File: config.mk
export PLATFORM = sky130hd
export DESIGN_NAME = fetch_unit
export DESIGN_NICKNAME = d
export VERILOG_FILES = /design/src/rtl/fetch_unit.sv
export SDC_FILE = /design/constraint.sdc
export NUM_CORES = 1
export LEC_CHECK = 0
export CAP_MARGIN = 20
export CELL_PAD_IN_SITES_DETAIL_PLACEMENT = 1
export CELL_PAD_IN_SITES_GLOBAL_PLACEMENT = 1
export CORE_UTILIZATION = 46
export DETAILED_ROUTE_END_ITERATION = 10
export PLACE_DENSITY = 0.95
export REMOVE_ABC_BUFFERS = 1
export SYNTH_ARGS = -nofsm -noshare
export SYNTH_HDL_FRONTEND = slang
export SYNTH_SLANG_ARGS = --single-unit
File: constraint.sdc
create_clock -name clk -period 4.3 [get_ports clk]
set_clock_uncertainty 0.15 [all_clocks]
set_input_delay 0.43 -clock clk [delete_from_list [all_inputs] [get_ports clk]]
set_output_delay 0.43 -clock clk [all_outputs]
set_load 0.1 [all_outputs]
File: src/rtl/fetch_unit.sv
// fetch_unit: instruction-fetch front end. Owns the PC, issues word-aligned
// fetches over a req/gnt interface, tracks in-flight PCs, buffers returned
// words in a 2-entry FIFO for decode and squashes stale fetches on redirect.
// Optional feature macro: FETCH_ALIGN_CHECK_EN (misaligned redirect -> ERR).
module fetch_unit #(
    parameter logic [31:0] RESET_PC = 32'h0000_0000
) (
    input  logic        clk,
    input  logic        resetn,
    input  logic        redirect_valid,
    input  logic [31:0] redirect_pc,
    output logic        imem_req,
    output logic [31:0] imem_addr,
    input  logic        imem_gnt,
    input  logic        imem_rvalid,
    input  logic [31:0] imem_rdata,
    output logic        inst_valid,
    input  logic        inst_ready,
    output logic [31:0] inst_data,
    output logic [31:0] inst_pc,
    output logic        fetch_err
);

    localparam int unsigned XLEN   = 32;
    localparam int unsigned CNT_W  = 2;
    localparam int unsigned CRED_W = CNT_W + 1;

    localparam logic [0:0] ST_RUN = 1'b0;
`ifdef FETCH_ALIGN_CHECK_EN
    localparam logic [0:0] ST_ERR = 1'b1;
`endif

    typedef struct packed {
        logic [XLEN-1:0] pc;
        logic [XLEN-1:0] word;
    } fetch_entry_t;

    logic [0:0]       state_q, state_d;
    logic [XLEN-1:0]  pc_q, pc_d;
    logic [CNT_W-1:0] outst_q, outst_d;
    logic [CNT_W-1:0] drop_q, drop_d;
    logic [CNT_W-1:0] fcnt_q, fcnt_d;
    logic             valid_q;
    fetch_entry_t     fifo_q [2];
    fetch_entry_t     fifo_d [2];
    logic [XLEN-1:0]  ifl_q [2];
    logic [XLEN-1:0]  ifl_d [2];

    logic              deq_c;
    logic              grant_c;
    logic [CRED_W-1:0] credits_c;
    logic [XLEN-1:0]   target_c;

    // Request gating: credits count everything that may still land in the FIFO
    assign deq_c     = valid_q & inst_ready;
    assign credits_c = CRED_W'(outst_q) + CRED_W'(fcnt_q) - CRED_W'(deq_c);
    assign imem_req  = resetn & (state_q == ST_RUN) & (credits_c < CRED_W'(2)) & ~redirect_valid;
    assign grant_c   = imem_req & imem_gnt;
    assign target_c  = {redirect_pc[XLEN-1:2], 2'b00};

    assign imem_addr  = pc_q;
    assign inst_valid = valid_q;
    assign inst_data  = fifo_q[0].word;
    assign inst_pc    = fifo_q[0].pc;

`ifdef FETCH_ALIGN_CHECK_EN
    logic misalign_c;
    assign misalign_c = |redirect_pc[1:0];
    assign fetch_err  = (state_q == ST_ERR);
`else
    logic unused_pc_lsb;
    assign unused_pc_lsb = ^redirect_pc[1:0];
    assign fetch_err     = 1'b0;
`endif

    // Next-state: in-flight queue, drop accounting, FIFO, PC and FSM
    always_comb begin
        state_d = state_q;
        pc_d    = pc_q;
        outst_d = outst_q;
        drop_d  = drop_q;
        fcnt_d  = fcnt_q;
        fifo_d  = fifo_q;
        ifl_d   = ifl_q;

        if (imem_rvalid) begin
            ifl_d[0] = ifl_q[1];
            outst_d  = outst_q - CNT_W'(1);
        end
        if (grant_c) begin
            if (outst_d == '0) begin
                ifl_d[0] = pc_q;
            end else begin
                ifl_d[1] = pc_q;
            end
            outst_d = outst_d + CNT_W'(1);
            pc_d    = pc_q + 32'd4;
        end

        if (deq_c) begin
            fifo_d[0] = fifo_q[1];
            fcnt_d    = fcnt_q - CNT_W'(1);
        end
        if (imem_rvalid) begin
            if (drop_q != '0) begin
                drop_d = drop_q - CNT_W'(1);
            end else if (!redirect_valid) begin
                if (fcnt_d == '0) begin
                    fifo_d[0].pc   = ifl_q[0];
                    fifo_d[0].word = imem_rdata;
                end else begin
                    fifo_d[1].pc   = ifl_q[0];
                    fifo_d[1].word = imem_rdata;
                end
                fcnt_d = fcnt_d + CNT_W'(1);
            end
        end

        // Redirect squashes buffered words and every fetch still in flight
        if (redirect_valid) begin
            pc_d    = target_c;
            fcnt_d  = '0;
            drop_d  = outst_d;
            state_d = ST_RUN;
`ifdef FETCH_ALIGN_CHECK_EN
            if (misalign_c) begin
                state_d = ST_ERR;
            end
`endif
        end
    end

    // State registers
    always_ff @(posedge clk or negedge resetn) begin
        if (!resetn) begin
            state_q <= ST_RUN;
            pc_q    <= RESET_PC;
            outst_q <= '0;
            drop_q  <= '0;
            fcnt_q  <= '0;
            valid_q <= 1'b0;
            for (int i = 0; i < 2; i++) begin
                fifo_q[i] <= '0;
                ifl_q[i]  <= '0;
            end
        end else begin
            state_q <= state_d;
            pc_q    <= pc_d;
            outst_q <= outst_d;
            drop_q  <= drop_d;
            fcnt_q  <= fcnt_d;
            valid_q <= (fcnt_d != '0);
            fifo_q  <= fifo_d;
            ifl_q   <= ifl_d;
        end
    end

endmodule

# --- After elaboration in Yosys (flattened, before gate mapping) ---
# Cells that the tools add are included.
# Widths: inputs -> output; s select.
totals:
  regBits: 231
  latchBits: 0
  ramBits: 0
  mem_bits_ro: 0
  inputBits: 70
  out_inout_bits: 99
  memories: 0
op_classes:
  addsub: 8
  n_mul: 0
  div_mod_pow: 0
  magnitude_cmp: 1
  n_eq_ne: 0
  shift: 0
  muxes: 21
  bitwise: 8
  reduce_logical: 10
ops:
  columns: ["operator", "n"]
  rows:
  - ["$mux 128", 3]
  - ["$mux 64", 4]
  - ["$mux 32", 5]
  - ["$add 32x3->32 const B", 1]
  - ["$mux 2", 9]
  - ["$reduce_bool 2->1", 5]
  - ["$sub 2x1->2 const B", 3]
  - ["$add 2x1->2 const B", 2]
  - ["$and 1x1->1", 4]
  - ["$logic_not 2->1", 2]
  - ["$not 1->1", 4]
  - ["$reduce_and 2->1", 2]
  - ["$reduce_and 4->1", 1]
  - ["$add 2x2->3", 1]
  - ["$lt 3x2->1 const B", 1]
  - ["$sub 3x1->3", 1]

# --- Logic depth before layout (Yosys ltp) ---
depth:
  ltp_word: 8
  depth_mapped: 12
  depth_no_buf: 9

# --- Worst setup path after synthesis ---
# No wires, ideal clock.
synth_timing:
  kind: "register to output"
  from: "register valid_q, in the netlist inst_valid"
  to: "output port imem_req"
  arrival_time_ps: 4328
  required_ps: 3720
  slack_ps: -608
  stages_incl_launch_ff: 8
  cell_sequence: "dfrtp_1 -> nand2_1 -> inv_1 -> ha_1 -> nand2b_1 -> fa_1 -> xnor2_1 -> nor3_1"
synth_via:
  elab_chain_cells: 5
synth_lines:
  columns: ["element", "line", "rtl"]
  rows:
  - ["from (decl)", "43", "logic valid_q;"]
  - ["from (signal assigned)", "152", "valid_q <= (fcnt_d != '0);"]
  - ["$and 1x1->1", "55", "assign deq_c = valid_q & inst_ready;"]
  - ["$sub 3x1->3", "56", "assign credits_c = CRED_W'(outst_q) + CRED_W'(fcnt_q) - CRED_W'(deq_c);"]
  - ["$lt 3x2->1", "57", "assign imem_req = resetn & (state_q == ST_RUN) & (credits_c < CRED_W'(2)) & ~redirect_valid;"]
  - ["$and 1x1->1 (2 in a row)", "57", null]
  - ["to (decl)", "12", "output logic imem_req,"]
# No other way between the ends.

# --- Worst setup path after layout ---
# Ends and elaborated chain as after synthesis.

==> run metrics <==
Synth area leader=dfrtp_1; Power, Total=10,800 uW; total track usage=25.0%; HP Class=in -> async; Die Y=155 um; pin count of the biggest net entering global routing=101; Die W=155 um; crit path DAT=2.99 ns; top cell type's share of synthesized area=52.6%; Setup-failing EPs final=0; final count of hold timing violations=0; Synth Area in Simple Gates=11.1%; final std cells w/o fill=1,387; CTS tree=built; Port Buffers=163; Final period util=83.0%; CP endpoint kind=primary output; # fillers=2,383; Top-Level Pins=169; Post-Synth XOR/XNOR Area=0.567%; multiplexer share of the synthesized area=18.9%; Routed Antenna Nets=0; vias in the first global route=8,740; clock root buffer=clkbuf_16; CTS clk-pin slew, worst paths=0.06 ns; worst slew pin tran=1.06 ns; CTS Buffer Depth=3; Slew Limit Fails=0; Die Area=24,100 sq um; initial core utilization=47.3%; Synth Register Bits=227; Synth Area in Adders=0.880%; startpoint types=flip-flop; unrepaired setup endpoints after global routing=no; Synth Area in Compound Gates=8.53%; vias=8,041; Yosys cell types=51; Core ar.=22,800 sq um; commonest cells after routing, fill and taps aside=dfrtp_1, clkdlybuf4s50_1, nor2_1; Post-DP HPWL=19,100 um; top cells by area, synth=dfrtp_1, mux2_2, mux2i_1; worst ir drop on vdd=0.470 mV; DRT Pass-1 Iters=5; antenna violations before repair=0; yosys warns=0; clk_lat worst skew=0.52 ns; post-CTS setup buffers=0; PD cells=820 nW/um^2; share of cells above drive strength 1=15.5%; max-cap check violation count=0; Post-synth EDFFs=0; Async SR Flop Fraction=100%; DR iter-0 viols=641; synthesis-to-finish area growth=21.4%; grt ovf=0; CTS Sinks=227; outcome=finished, final reports clean; ant diodes=0; dpl cells=1,346; Crit Path Category=reg -> out; Rows=55; nets@finish=1,139; Achievable Freq=0.280 GHz; post-synthesis cell count=976; first-pass GRT wire length=47,400 um; Post-route DRC=0; routed wire length=29,600 um; setup TNS=0 ns; cell area after synthesis=10,800 sq um; largest family of logic cells by synthesized area=multiplexers; CP max FO=6; gp weighted congestion=0.871; htree depth=1; via density per instance=5.80; CTS Buf Count=25; wire per inst=21.4 um; Seq/Total Area, Yosys=52.6%; headroom to the max-slew limit=29.0%; Main synth FF type=dfrtp_1; Req. time, crit path=3.72 ns; fin crit period=3.57 ns; Synth Area per Inst=11.1 sq um; leak pwr=0.00617 uW; commonest non-fill, non-tap cell in the layout=dfrtp_1
state kept, by name, indices dropped and copies added, names as in the netlist:
name,cells
drop_q,2
fcnt_q,2
fifo_q,64
ifl_q,62
imem_addr,30
inst_data,32
inst_pc,32
inst_valid,1
outst_q,2
report_power, final:
group / leakage (uW) / internal, uW / switching, uW
sequential: 0.00288 / 2980 / 605
combinational: 0.00290 / 1520 / 3550
clock: 0.000387 / 1280 / 823
layout make-up:
cell class | instances | area [sq um] | area share [%]
clock buffers | 37 | 731 | 5.57
clock inverters | 2 | 60.1 | 0.458
inverters | 12 | 45.0 | 0.343
multi-input cells | 609 | 4350 | 33.2
flip-flops and latches | 227 | 5680 | 43.3
well taps | 313 | 392 | 2.99
repair buffers | 187 | 1860 | 14.2
final timing paths:
| kind | depth (start not counted) | endpoint | slack [ns] | from |
|---|---|---|---|---|
| max reg2reg | 9 | imem_addr[16]$_DFFE_PN0P_ | 0.80 | inst_valid$_DFF_PN0_ |
| max in group asynchronous | 5 | fifo_q[24]$_DFFE_PN0P_ | 2.02 | resetn |
| max | 8 | imem_req | 0.73 | inst_valid$_DFF_PN0_ |
| min in group clk | 1 | fifo_q[5]$_DFFE_PN0P_ | 0.36 | fifo_q[5]$_DFFE_PN0P_ |
| min reg2reg | 1 | fifo_q[5]$_DFFE_PN0P_ | 0.36 | fifo_q[5]$_DFFE_PN0P_ |
| min | 2 | ifl_q[54]$_DFF_PN0_ | 0.24 | resetn |
metal layers:
layer | global-route usage (%) | up-vias | share of wire, %
li1 | - | 3559 | -
met2 | 44.1 | 279 | 51
met3 | 3.93 | 78 | 5.2
met5 | 0 | - | 0
met4 | 9.43 | 0 | 3.4
met1 | 30.9 | 4125 | 40
Yosys cell counts, types with 2 or more instances:
cell type	number
a31o_2	3
o21ai_0	10
a221o_1	7
dfrtp_1	227
and3b_1	2
mux2i_1	97
o31ai_1	2
or4_1	10
or2_2	3
buf_4	67
o211ai_1	6
nor2b_1	4
nand2_1	30
or3_1	3
inv_1	12
nand4_2	2
nand2b_1	2
a31oi_1	3
nor2_1	108
and2_1	9
nand4_1	12
buf_2	15
xnor2_1	6
buf_1	8
mux2_2	95
nor3_1	10
a211o_1	3
nand3_1	32
a211oi_1	2
ha_1	6
a21o_1	3
nor4b_1	2
nor4_1	8
clkbuf_2	3
a22oi_1	6
clkbuf_1	37
a21oi_1	98
o41ai_1	4
and3_1	3
o311ai_0	5
repair_timing:
action | CTS | global route
endpoints found under the hold margin | 36 | 0
gates resized for setup | 0 | 0
hold buffers | 1 | 0
worst max-delay path, stage by stage, from the launching register on:
cell and delay [ns]:
dfrtp_1 0.41, nand2_4 0.08, inv_1 0.05, ha_1 0.36, nand2b_1 0.19, fa_1 0.42, xnor2_1 0.54, nor3_1 0.19
buf_12 0.22
cell families after synthesis:
logic type | count (synthesis)
simple gates | 246
flops | 227
mux | 192
compound gates | 154
buf+inv | 142
fa+ha+maj | 7
xor+xnor | 7
other cells | 1
metrics by stage:
step,utilization (%),cell area (sq um),hold slack (ns),setup WS [ns]
finish,57.4,13100,0.244,0.729
global route,57.4,13100,0.255,0.629
CTS,57.3,13100,0.236,0.737
detailed placement,53.8,12300,0.184,0.428
global placement,53.8,12300,0.180,0.513
floorplan,-,10100,-0.0156,-3.05
Note: power is estimated with default switching activity, not from simulation.
